[src/rtl/push_conditioner_if.sv]
// push_conditioner_if
//   Bundles the button-side signals of push_conditioner.
//   i_Btn   [1:0] raw active-low buttons (0 = pressed), asynchronous to the clock
//   i_RepEn       1 = auto-repeat enabled
//   o_Push  [1:0] active-low one-cycle press events, idle 1
//   o_Held  [1:0] 1 while the button is debounced-pressed
//   master: drives the buttons (board / bench); slave: the conditioner itself.
interface push_conditioner_if;
    logic [1:0] i_Btn;
    logic       i_RepEn;
    logic [1:0] o_Push;
    logic [1:0] o_Held;

    modport master (
        output i_Btn,
        output i_RepEn,
        input  o_Push,
        input  o_Held
    );

    modport slave (
        input  i_Btn,
        input  i_RepEn,
        output o_Push,
        output o_Held
    );
endinterface

[src/rtl/push_conditioner.sv]
// push_conditioner
//   Synchronises and debounces two raw active-low push buttons and emits clean
//   one-cycle active-low press pulses, with optional auto-repeat while held.
//   Ports:
//     i_Clk    system clock, all state on the rising edge
//     i_Rst_n  asynchronous active-low reset
//     bus      push_conditioner_if.slave (i_Btn, i_RepEn in; o_Push, o_Held out)
//   Each bit has a 2-flop synchroniser, a five-state FSM and one shared counter
//   (debounce / repeat delay / repeat period), cleared on every state change.
module push_conditioner #(
    parameter int unsigned DEB_CYCLES = 16,
    parameter int unsigned REP_DELAY  = 64,
    parameter int unsigned REP_PERIOD = 16
) (
    input logic               i_Clk,
    input logic               i_Rst_n,
    push_conditioner_if.slave bus
);

    localparam int unsigned MaxDr  = (DEB_CYCLES > REP_DELAY) ? DEB_CYCLES : REP_DELAY;
    localparam int unsigned MaxCnt = (MaxDr > REP_PERIOD) ? MaxDr : REP_PERIOD;
    localparam int unsigned CntW   = $clog2(MaxCnt);

    localparam logic [CntW-1:0] DebLast   = CntW'(DEB_CYCLES - 1);
    localparam logic [CntW-1:0] DelayLast = CntW'(REP_DELAY - 1);
    localparam logic [CntW-1:0] PerLast   = CntW'(REP_PERIOD - 1);

    typedef enum logic [2:0] {
        StIdle,
        StDbPress,
        StHeld,
        StRepeat,
        StDbRel
    } state_e;

    for (genvar k = 0; k < 2; k++) begin : g_bit
        logic            sync1_q;
        logic            s_q;
        state_e          state_q, state_d;
        logic [CntW-1:0] cnt_q, cnt_d;
        logic            emit_q, emit_d;
        logic            push_q, push_d;
        logic            held_q, held_d;

        always_comb begin
            state_d = state_q;
            cnt_d   = cnt_q + 1'b1;
            emit_d  = 1'b0;

            unique case (state_q)
                StIdle: begin
                    cnt_d = '0;
                    if (!s_q) begin
                        state_d = StDbPress;
                    end
                end
                StDbPress: begin
                    if (s_q) begin
                        state_d = StIdle;
                        cnt_d   = '0;
                    end else if (cnt_q == DebLast) begin
                        state_d = StHeld;
                        cnt_d   = '0;
                        emit_d  = 1'b1;
                    end
                end
                StHeld: begin
                    if (s_q) begin
                        state_d = StDbRel;
                        cnt_d   = '0;
                    end else if (!bus.i_RepEn) begin
                        cnt_d = '0;
                    end else if (cnt_q == DelayLast) begin
                        state_d = StRepeat;
                        cnt_d   = '0;
                        emit_d  = 1'b1;
                    end
                end
                StRepeat: begin
                    // Release wins over a repeat pulse due in the same cycle.
                    if (s_q) begin
                        state_d = StDbRel;
                        cnt_d   = '0;
                    end else if (!bus.i_RepEn) begin
                        state_d = StHeld;
                        cnt_d   = '0;
                    end else if (cnt_q == PerLast) begin
                        cnt_d  = '0;
                        emit_d = 1'b1;
                    end
                end
                StDbRel: begin
                    if (!s_q) begin
                        state_d = StHeld;
                        cnt_d   = '0;
                    end else if (cnt_q == DebLast) begin
                        state_d = StIdle;
                        cnt_d   = '0;
                    end
                end
                default: begin
                    state_d = StIdle;
                    cnt_d   = '0;
                end
            endcase

            // Outputs trail the FSM by one register so o_Push and o_Held line up.
            push_d = ~emit_q;
            held_d = state_q inside {StHeld, StRepeat, StDbRel};
        end

        always_ff @(posedge i_Clk or negedge i_Rst_n) begin
            if (!i_Rst_n) begin
                sync1_q <= 1'b1;
                s_q     <= 1'b1;
                state_q <= StIdle;
                cnt_q   <= '0;
                emit_q  <= 1'b0;
                push_q  <= 1'b1;
                held_q  <= 1'b0;
            end else begin
                sync1_q <= bus.i_Btn[k];
                s_q     <= sync1_q;
                state_q <= state_d;
                cnt_q   <= cnt_d;
                emit_q  <= emit_d;
                push_q  <= push_d;
                held_q  <= held_d;
            end
        end

        assign bus.o_Push[k] = push_q;
        assign bus.o_Held[k] = held_q;
    end

endmodule

[src/flat_wrapper.sv]
// flat-port wrapper written by rule: the top's interface ports become plain ports
module push_conditioner_flat 
#(
    parameter int unsigned DEB_CYCLES = 16,
    parameter int unsigned REP_DELAY  = 64,
    parameter int unsigned REP_PERIOD = 16
)
  (i_Clk, i_Rst_n, bus_i_Btn, bus_i_RepEn, bus_o_Push, bus_o_Held);
  push_conditioner_if bus_i ();
  input logic i_Clk;
  input logic i_Rst_n;
  input wire logic [$bits(bus_i.i_Btn)-1:0] bus_i_Btn;
  input wire logic [$bits(bus_i.i_RepEn)-1:0] bus_i_RepEn;
  output wire logic [$bits(bus_i.o_Push)-1:0] bus_o_Push;
  output wire logic [$bits(bus_i.o_Held)-1:0] bus_o_Held;
  assign bus_i.i_Btn = bus_i_Btn;
  assign bus_i.i_RepEn = bus_i_RepEn;
  assign bus_o_Push = bus_i.o_Push;
  assign bus_o_Held = bus_i.o_Held;
  push_conditioner #(.DEB_CYCLES(DEB_CYCLES), .REP_DELAY(REP_DELAY), .REP_PERIOD(REP_PERIOD)) u_core (.i_Clk(i_Clk), .i_Rst_n(i_Rst_n), .bus(bus_i));
endmodule
[config.mk]
export PLATFORM = sky130hd
export DESIGN_NAME = push_conditioner_flat
export DESIGN_NICKNAME = d
export VERILOG_FILES = /design/src/rtl/push_conditioner_if.sv /design/src/rtl/push_conditioner.sv /design/src/flat_wrapper.sv
export SDC_FILE = /design/constraint.sdc
export NUM_CORES = 1
export LEC_CHECK = 0
export BUFFER_PORTS_ARGS = -buffer_cell sky130_fd_sc_hd__buf_2
export CAP_MARGIN = 15
export CORE_MARGIN = 5
export CORE_UTILIZATION = 53
export CTS_BUF_LIST = sky130_fd_sc_hd__clkbuf_4 sky130_fd_sc_hd__clkbuf_8
export DETAILED_ROUTE_END_ITERATION = 6
export GPL_TIMING_DRIVEN = 0
export PLACE_DENSITY = 0.69
export SYNTH_ARGS = -nofsm -noshare
export SYNTH_HDL_FRONTEND = slang
export SYNTH_SLANG_ARGS = --single-unit
[constraint.sdc]
create_clock -name i_Clk -period 2 [get_ports i_Clk]
set_clock_uncertainty 0.2 [all_clocks]
set_input_delay 0.1 -clock i_Clk [delete_from_list [all_inputs] [get_ports i_Clk]]
set_output_delay 0.1 -clock i_Clk [all_outputs]
set_load 0.02 [all_outputs]
==> flow_summary_export.csv, run 1 <==
group,metric,value,unit
run_status,status,"finished clean",
placed_design,pre_cts_ws,0.141,ns
cells_and_area,final_area,0.00157,sq mm
setup_path,cp.depth,5,
route,first_pass_iters,4,
sta,final-hold-violation-count,0,
setup_path,critPathLaunchType,"flip-flop",
pwr,ir_drop,0.509,mV
clocking,root_buffer,"clkbuf_4",
setup_path,worstRegToRegCells,5,
sta,slew_violations,0,
floorplan,rows,18,
logic_synthesis,ys_types,44,
logic_synthesis,synthCells,135,
setup_path,path_class,"reg2reg",
sta,rsz0062_at_grt,"no",
logic_synthesis,async_flop_share,100,%
logic_synthesis,synth-edff-count,0,
sta,fin_tns_setup,0,ns
sta,relSlewSlack,60.5,%
sta,setup_viol,0,
route,drc_errors,0,
cells_and_area,final_util,63.0,%
route,wirelength,2.47,mm
placed_design,portBuffers,8,
placed_design,dp_hpwl,1.72,mm
pwr,p_per_area,648,mW/mm^2
setup_path,worst-path-buf-inv,0,
cells_and_area,finalNetCount,159,
floorplan,die_w,61.4,microns
setup_path,path_max_fanout,4,
floorplan,start_util,56.0,%
route,viasPerCell,5.61,
route,vias,1015,
pwr,clkPwrFrac,37.1,%
setup_path,end_kind,"flip-flop",
global_route,grt_use_total,15.4,%
clocking,path_clk_slew,0.16,ns
clocking,clock_path_buffers,2,
global_route,grt_max_degree,29,
cells_and_area,drive_gt1_share,19.9,%
clocking,htree_levels,1,
logic_synthesis,syn_nets,142,
placed_design,gp_congestion,0.788,
logic_synthesis,synth_flop_cell,"dfrtp_1",
job,maxCapViolCount,0,
cells_and_area,area_growth,12.5,%
logic_synthesis,ys_warn_count,0,
floorplan,core_area,0.00250,sq mm
sta,fmax,552,MHz
global_route,grt-ovfl-total,0,
logic_synthesis,seq_area_frac_synth,50.6,%
logic_synthesis,syn_area_per_cell,10.4,sq um
pwr,power.internal,805,uW
clocking,cts_buffers,3,
global_route,grt_pass1_vias,971,
pwr,p_leak,0.000710,uW
clocking,cts_tree,"yes",
min_path,hp-class,"in2async",
global_route,antenna_found_initial,0,
pwr,power,1020,uW
route,initialDrtViolationCount,29,
global_route,grt_pass1_wl,4.33,mm
sta,worst_pin_slew,0.592,ns
pwr,p_sw,215,uW
clocking,clk_latency,0.34,ns
floorplan,io_pins,9,
placed_design,dpl_cell_area,0.00148,sq mm
floorplan,die_y,61.4,microns
setup_path,required,2.08,ns
setup_path,path_delay_family,"simple AND/OR/NAND/NOR gates",
logic_synthesis,syn_area,0.00140,sq mm
setup_path,cpMaxStageDelayCell,"or3_2",
sta,fin_crit,1.81,ns
setup_path,arrival,1.89,ns
cells_and_area,num_antenna_cells,0,
sta,setup_ws,0.187,ns
pwr,p_comb_share,5.1,%
setup_path,crit_chain,"ha_1 -> and3_1 -> nand2_1 -> or3_2 -> a31oi_1",
setup_path,crit_path_max_incr_delay,0.41,ns
pwr,switching_share,21.1,%
logic_synthesis,ys_ff_latch,28,
route,drtAntennaViolNets,0,
floorplan,dieArea,0.00377,sq mm
clocking,clock_sinks,28,
pwr,pwr-share-seq,57.8,%
sta,period_share,90.6,%
route,post_drt_wl_per_cell,13.6,microns
final timing paths:
check | slack (ns) | start | to
max in group asynchronous | 1.14 | i_Rst_n | u_core.g_bit[1].cnt_q[1]$_DFF_PN0_
worst min-delay path | 0.07 | i_Rst_n | u_core.g_bit[0].held_q$_DFF_PN0_
worst max register to register | 0.19 | u_core.g_bit[0].cnt_q[0]$_DFF_PN0_ | u_core.g_bit[0].state_q[1]$_DFFE_PN0P_
min in group i_Clk | 0.17 | u_core.g_bit[1].sync1_q$_DFF_PN1_ | u_core.g_bit[1].s_q$_DFF_PN1_
worst max-delay path | 0.19 | u_core.g_bit[0].cnt_q[0]$_DFF_PN0_ | u_core.g_bit[0].state_q[1]$_DFFE_PN0P_
worst min register to register | 0.17 | u_core.g_bit[1].sync1_q$_DFF_PN1_ | u_core.g_bit[1].s_q$_DFF_PN1_
cell families after synthesis:
group | Yosys count | synth area share (%)
and+or+nand+nor | 56 | 23.3
buffers and inverters | 14 | 5.01
AOI/OAI and AO/OA | 27 | 14.2
DFF | 28 | 50.6
xor gates and xnor gates | 8 | 5.01
adders and majority gates | 2 | 1.79
timing repair:
item,4_1_cts,5_1_grt
endpoints found under the hold margin,32,0
setup buffers,0,0
hold buffers,4,0
endpoints found under the setup margin,0,8
resized for setup,0,1
layer usage:
metal | up-vias | share of wire, % | global-route usage, %
li1 | 513 | - | -
met1 | 471 | 50 | 21.6
met2 | 26 | 44 | 24.3
met3 | 5 | 4.5 | 2.52
met4 | 0 | 1.8 | 5.45
met5 | - | 0 | 0
registers in the layout, indices dropped and copies added, names as in the netlist:
name and flops:
u_core.g_bit.cnt_q 12, u_core.g_bit.emit_q 2, u_core.g_bit.held_q 2, u_core.g_bit.push_q 2, u_core.g_bit.s_q 2, u_core.g_bit.state_q 6, u_core.g_bit.sync1_q 2
stage by stage:
stage	instances	hold WS, ns
after floorplan	135	-0.396
after global placement	173	-0.0627
after detailed placement	173	-0.0576
after CTS	181	0.0946
after global routing	181	0.132
final	181	0.0723
cell usage after synthesis, types with 2 or more instances:
library cell	instances	area share (%)
dfrtp_1	22	39
nor2_1	13	3.5
nand2_1	9	2.4
nor3_1	7	2.5
dfstp_2	6	11
nand3_1	6	2.1
inv_1	5	1.3
a21oi_1	4	1.4
and3_1	4	1.8
buf_4	4	2.1
o21ai_0	4	1.4
xnor2_1	4	2.5
xor2_1	4	2.5
and2_1	3	1.3
nor3b_1	3	1.6
a211oi_1	2	1.1
a221oi_1	2	1.3
a31oi_1	2	0.89
a32oi_1	2	1.3
clkbuf_1	2	0.54
ha_1	2	1.8
nand4bb_1	2	1.6
o22ai_1	2	0.89
placed cells by master, fill, tap and decap left out, types with 4 or more instances in the layout:
master / synthesis / routed
dfrtp_1: 22 / 22
nor2_1: 13 / 13
buf_2: 1 / 9
nand2_1: 9 / 9
nand3_1: 6 / 6
nor3_1: 7 / 6
dfstp_2: 6 / 6
inv_1: 5 / 5
and3_1: 4 / 4
a21oi_1: 4 / 4
xor2_1: 4 / 4
xnor2_1: 4 / 4
o21ai_0: 4 / 4
buf_4: 4 / 4
dlygate4sd3_1: 0 / 4
power groups by stage:
stage	sequential, uW	combinational (uW)	clock (uW)
floorplan	598	26.5	0
global placement	600	45.9	0
detailed placement	600	47.5	0
CTS	590	53.5	386
global route	592	61.1	408
finish	590	52.0	378
worst reg2reg max path: cells and delay by family (launching register included):
family,cells,cell delay [ns]
adders and majority gates,1,0.21
DFF,1,0.40
and+or+nand+nor,3,0.76
AOI/OAI and AO/OA,1,0.18
area by class of cell:
| class | count | area, sq um |
|---|---|---|
| plain buffers | 8 | 47.5 |
| multi-input cells | 93 | 626 |
| clock inverters | 1 | 30.0 |
| repair buffers | 12 | 80.1 |
| flip-flops and latches | 28 | 708 |
| clock buffers | 3 | 22.5 |
| well taps | 30 | 37.5 |
| fillers | 212 | 926 |
| inverters | 6 | 22.5 |
No activity file was read; power rests on OpenSTA's default activity.
==> run 2: changes to the inputs <==
--- a/config.mk
+++ b/config.mk
@@ -12,6 +12,7 @@
 export CTS_BUF_LIST = sky130_fd_sc_hd__clkbuf_4 sky130_fd_sc_hd__clkbuf_8
 export DETAILED_ROUTE_END_ITERATION = 6
 export GPL_TIMING_DRIVEN = 0
+export MAX_ROUTING_LAYER = met4
 export PLACE_DENSITY = 0.69
 export SYNTH_ARGS = -nofsm -noshare
 export SYNTH_HDL_FRONTEND = slang
==> run 2 against run 1 <==
  * Die area stayed put
  * First-iteration DRC count stayed put
  * Via count shrank 0.39%
  * Critical path type unchanged
  * Critical endpoint unchanged
==> flow_summary_export.csv, run 2 (synthesis results as in run 1) <==
group,metric,value,unit
cells_and_area,finalNetCount,159,
floorplan,die_w,61.4,microns
setup_path,required,2.07,ns
floorplan,die_y,61.4,microns
placed_design,pre_cts_ws,0.141,ns
global_route,grt-ovfl-total,0,
cells_and_area,finalNonFillerCells,181,
sta,period_share,90.7,%
placed_design,gp_congestion,0.799,
pwr,power,1020,uW
min_path,hp-class,"in2async",
cells_and_area,final_cell_mix,"dfrtp_1 (22), nor2_1 (13), buf_2 (9), nand2_1 (9)",
setup_path,path_delay_family,"simple AND/OR/NAND/NOR gates",
clocking,post_cts_buffers,0,
cells_and_area,largest-register,"u_core.g_bit.cnt_q",
global_route,grt_use_total,15.9,%
pwr,p_leak,0.000710,uW
sta,final-hold-violation-count,0,
clocking,path_clk_slew,0.16,ns
setup_path,path_class,"reg2reg",
sta,hold_ws,0.0725,ns
sta,relSlewSlack,60.6,%
cells_and_area,area_growth,12.5,%
setup_path,cpMaxStageDelayCell,"or3_2",
floorplan,io_pins,9,
cells_and_area,reg.largest.list,"u_core.g_bit.cnt_q (12), u_core.g_bit.state_q (6)",
sta,slew_violations,0,
placed_design,portBuffers,8,
floorplan,core_area,0.00250,sq mm
setup_path,crit-reg2reg-launch,"u_core.g_bit[0].cnt_q[0]$_DFF_PN0_",
setup_path,r2r_end,"u_core.g_bit[0].state_q[1]$_DFFE_PN0P_",
setup_path,crit_chain,"ha_1 -> and3_1 -> nand2_1 -> or3_2 -> a31oi_1",
route,first_pass_iters,4,
route,post_drt_wl_per_cell,13.6,microns
setup_path,rrSetupSlack,0.19,ns
clocking,cts_tree,"yes",
floorplan,rows,18,
placed_design,dp.cells,173,
global_route,grt_pass1_wl,4.34,mm
cells_and_area,largest_reg_flops,12,
route,drtAntennaViolNets,0,
placed_design,dp_hpwl,1.72,mm
setup_path,cp.depth,5,
setup_path,path_max_fanout,4,
run_status,status,"finished clean",
clocking,cts_buffers,3,
job,maxCapViolCount,0,
clocking,htree_levels,1,
sta,fin_crit,1.81,ns
sta,rsz0062_at_grt,"no",
global_route,grt_max_degree,29,
setup_path,crit_path_max_incr_delay,0.41,ns
setup_path,worst-path-buf-inv,0,
sta,setup_ws,0.187,ns
route,initialDrtViolationCount,29,
sta,fin_tns_setup,0,ns
clocking,clock_sinks,28,
global_route,antenna_found_initial,0,
route,viasPerCell,5.59,
pwr,p_per_area,648,mW/mm^2
sta,setup_viol,0,
cells_and_area,final_common_cell,"dfrtp_1",
route,wirelength,2.46,mm
cells_and_area,drive_gt1_share,19.9,%
setup_path,worstRegToRegCells,5,
setup_path,critPathLaunchType,"flip-flop",
setup_path,end_kind,"flip-flop",
clocking,clock_path_buffers,2,
floorplan,dieArea,0.00377,sq mm
clocking,root_buffer,"clkbuf_4",
route,vias,1011,
global_route,grt_pass1_vias,970,
sta,fmax,552,MHz
floorplan,start_util,56.0,%
setup_path,arrival,1.89,ns
cells_and_area,num_antenna_cells,0,
route,drc_errors,0,
clocking,clk_latency,0.34,ns
sta,worst_pin_slew,0.592,ns
pwr,ir_drop,0.509,mV
==> run 2: per-stage QoR <==
stage / util (%) / cell area, sq um
after floorplan: - / 1400
after CTS: 62.8 / 1570
after global placement: 59.1 / 1480
after detailed placement: 59.1 / 1480
after global routing: 63.0 / 1570
final: 63.0 / 1570
==> run 2: area by class of cell <==
type                       count  area [sq um]
fill                         212           926
sequential                    28           708
multi-input combinational     93           626
timing repair buffer          12          80.1
buffer                         8          47.5
tap                           30          37.5
clock inverter                 1          30.0
clock buffer                   3          22.5
inverter                       6          22.5
==> run 2: routing by layer <==
metal  global-route usage, %  wire length (microns)
met5                       -                      0
met4                    5.45                     42
met3                    2.52                    118
met2                    24.3                   1080
met1                    21.6                   1220
==> run 2: power breakdown <==
| part | internal, uW | switching, uW | total (uW) |
|---|---|---|---|
| Combinational | 22.2 | 29.8 | 52.0 |
| Clock | 203 | 175 | 378 |
| Sequential | 580 | 10.3 | 590 |
| Total | 805 | 215 | 1020 |
==> run 2: timing repair <==
action / CTS / global route
resized for setup: 0 / 1
hold buffers: 4 / 0
setup endpoints to repair: 0 / 8
endpoints found under the hold margin: 32 / 0
==> run 2: how the worst max path moves through the flow <==
stage / from / endpoint / slack (ns)
4_1_cts: u_core.g_bit[1].cnt_q[0]$_DFF_PN0_ / u_core.g_bit[1].state_q[1]$_DFFE_PN0P_ / 0.09
3_5_place_dp: u_core.g_bit[1].cnt_q[0]$_DFF_PN0_ / u_core.g_bit[1].state_q[0]$_DFFE_PN0P_ / 0.14
5_1_grt: u_core.g_bit[0].cnt_q[0]$_DFF_PN0_ / u_core.g_bit[0].state_q[0]$_DFFE_PN0P_ / 0.01
2_1_floorplan: u_core.g_bit[1].cnt_q[0]$_DFF_PN0_ / u_core.g_bit[1].state_q[0]$_DFFE_PN0P_ / 0.34
6_report: u_core.g_bit[0].cnt_q[0]$_DFF_PN0_ / u_core.g_bit[0].state_q[1]$_DFFE_PN0P_ / 0.19
3_3_place_gp: u_core.g_bit[1].cnt_q[0]$_DFF_PN0_ / u_core.g_bit[1].state_q[0]$_DFFE_PN0P_ / 0.19
==> run 3: changes to the inputs <==
--- a/config.mk
+++ b/config.mk
@@ -5,7 +5,7 @@
 export SDC_FILE = /design/constraint.sdc
 export NUM_CORES = 1
 export LEC_CHECK = 0
-export BUFFER_PORTS_ARGS = -buffer_cell sky130_fd_sc_hd__buf_2
+export BUFFER_PORTS_ARGS = -buffer_cell sky130_fd_sc_hd__buf_4
 export CAP_MARGIN = 15
 export CORE_MARGIN = 5
 export CORE_UTILIZATION = 53
==> run 3 against run 2 <==
  * The flow now finishes with violations (hold timing)
  * Routed wire length down 3.0%
  * Global-route usage down 0.074 points
  * Sequential power about the same
  * Maximum frequency down 0.95%
  * Register-to-register slack worse by 0.02 ns
  * Combinational power up 5.2%
  * Critical path type unchanged
  * Critical endpoint is now u_core.g_bit[0].state_q[0]$_DFFE_PN0P_
  * Largest power group unchanged
  * Highest routed layer unchanged
==> flow_summary_export.csv, run 3 (synthesis results as in run 1) <==
group,metric,value,unit
global_route,grt_use_total,15.8,%
cells_and_area,drive_gt1_share,19.9,%
cells_and_area,fill_cells,211,
sta,fin_tns_setup,0,ns
setup_path,worst-path-buf-inv,0,
setup_path,path_class,"reg2reg",
clocking,htree_levels,1,
route,initialDrtViolationCount,13,
setup_path,cpMaxStageDelayCell,"dfrtp_1",
cells_and_area,reg.largest.list,"u_core.g_bit.cnt_q (12), u_core.g_bit.state_q (6)",
setup_path,worstRegToRegCells,5,
sta,relSlewSlack,70.9,%
sta,hold_ws,-0.000239,ns
clocking,post_cts_buffers,0,
setup_path,path_max_fanout,4,
sta,fmax,546,MHz
clocking,clock_sinks,28,
clocking,root_buffer,"clkbuf_4",
placed_design,gp_congestion,0.841,
setup_path,path_delay_family,"compound AO/OA/AOI/OAI gates",
cells_and_area,num_antenna_cells,0,
floorplan,start_util,56.0,%
cells_and_area,regArea,708,sq um
setup_path,r2r_end,"u_core.g_bit[0].state_q[0]$_DFFE_PN0P_",
job,maxCapViolCount,0,
route,drtAntennaViolNets,0,
floorplan,rows,18,
global_route,grt_max_degree,29,
pwr,ir_drop,0.438,mV
cells_and_area,final_common_cell,"dfrtp_1",
sta,period_share,91.5,%
placed_design,dp_hpwl,1.71,mm
setup_path,required,2.00,ns
min_path,hp-class,"in2async",
sta,slew_violations,0,
floorplan,core_area,0.00250,sq mm
clocking,cts_tree,"yes",
placed_design,portBuffers,8,
setup_path,crit_path_max_incr_delay,0.42,ns
pwr,power,919,uW
route,wirelength,2.39,mm
floorplan,die_w,61.4,microns
cells_and_area,area_growth,12.8,%
sta,setup_viol,0,
global_route,antenna_found_initial,0,
route,drc_errors,0,
route,post_drt_wl_per_cell,13.2,microns
cells_and_area,final_cell_mix,"dfrtp_1 (22), nor2_1 (13), buf_4 (12)",
run_status,status,"finished with violations",
sta,rsz0062_at_grt,"no",
setup_path,crit-reg2reg-launch,"u_core.g_bit[0].cnt_q[0]$_DFF_PN0_",
clocking,clock_path_buffers,2,
global_route,grt_pass1_wl,4.24,mm
floorplan,die_y,61.4,microns
cells_and_area,multiInputGateArea,626,sq um
route,viasPerCell,5.60,
setup_path,end_kind,"flip-flop",
clocking,cts_buffers,3,
floorplan,dieArea,0.00377,sq mm
pwr,p_per_area,582,mW/mm^2
floorplan,io_pins,9,
route,vias,1014,
setup_path,critPathLaunchType,"flip-flop",
global_route,grt-ovfl-total,0,
cells_and_area,finalNetCount,159,
pwr,p_leak,0.000710,uW
cells_and_area,largest-register,"u_core.g_bit.cnt_q",
clocking,path_clk_slew,0.15,ns
cells_and_area,largest_reg_flops,12,
setup_path,rrSetupSlack,0.17,ns
setup_path,arrival,1.83,ns
setup_path,crit_chain,"ha_1 -> and3_1 -> a22oi_1 -> nor2_1 -> a2111oi_0",
sta,fin_crit,1.83,ns
global_route,grt_pass1_vias,951,
clocking,clk_latency,0.32,ns
sta,worst_pin_slew,0.433,ns
run_status,violations,"hold timing",
sta,final-hold-violation-count,1,
route,first_pass_iters,4,
==> run 3: cell count changes in the layout (fill, tap and decap cells not counted) <==
cell       delta
bufinv_16     -1
buf_4         +8
buf_2         -8
clkbuf_8      +1
==> run 3: routing by layer <==
| metal | track usage [%] | share of wire, % | vias up |
|---|---|---|---|
| li1 | - | - | 513 |
| met1 | 21.0 | 49 | 480 |
| met5 | - | 0 | - |
| met3 | 3.14 | 5.2 | 2 |
| met4 | 6.06 | 0.38 | 0 |
| met2 | 24.0 | 45 | 19 |
==> run 3: worst reg2reg max path: cells and delay by family (launching register included) <==
kind | cells | cell delay, ns
compound gates | 2 | 0.55
simple gates | 2 | 0.29
fa+ha+maj | 1 | 0.24
flops | 1 | 0.42
==> run 3: area by class of cell <==
cell class | count | share of cell area (%)
sequential | 28 | 44.9
multi-input combinational | 93 | 39.7
timing repair buffer | 12 | 6.34
buffer | 8 | 3.01
tap | 30 | 2.38
clock buffer | 4 | 2.30
inverter | 6 | 1.43
==> run 3: power breakdown <==
group	switching (uW)	internal, uW
registers	10.2	580
clock network	163	111
logic	30.2	24.5
==> run 3: how the worst max path moves through the flow <==
| stage | start | endpoint | slack (ns) | depth (start not counted) |
|---|---|---|---|---|
| 5_1_grt | u_core.g_bit[0].cnt_q[0]$_DFF_PN0_ | u_core.g_bit[0].state_q[1]$_DFFE_PN0P_ | 0.08 | 5 |
| 2_1_floorplan | u_core.g_bit[1].cnt_q[0]$_DFF_PN0_ | u_core.g_bit[1].state_q[0]$_DFFE_PN0P_ | 0.34 | 5 |
| 4_1_cts | u_core.g_bit[1].cnt_q[0]$_DFF_PN0_ | u_core.g_bit[1].state_q[0]$_DFFE_PN0P_ | 0.06 | 5 |
| 3_5_place_dp | u_core.g_bit[1].cnt_q[0]$_DFF_PN0_ | u_core.g_bit[1].state_q[0]$_DFFE_PN0P_ | 0.09 | 5 |
| 6_report | u_core.g_bit[0].cnt_q[0]$_DFF_PN0_ | u_core.g_bit[0].state_q[0]$_DFFE_PN0P_ | 0.17 | 5 |
| 3_3_place_gp | u_core.g_bit[1].cnt_q[0]$_DFF_PN0_ | u_core.g_bit[1].state_q[0]$_DFFE_PN0P_ | 0.18 | 5 |
==> run 3: what timing repair did <==
item	4_1_cts	5_1_grt
hold buffers	4	0
resized for setup	0	1
hold endpoints to repair	32	0
setup endpoints to repair	0	8
==> run 3: through the flow <==
step	instance area (sq um)	worst slack (ns)	util (%)	instances	hold WS [ns]
2_1_floorplan	1400	0.343	-	135	-0.396
3_3_place_gp	1500	0.182	59.9	173	-0.169
3_5_place_dp	1500	0.0906	59.9	173	-0.162
4_1_cts	1570	0.0593	62.9	181	0.00517
5_1_grt	1580	0.0828	63.1	181	0.0146
6_report	1580	0.169	63.1	181	-0.000239
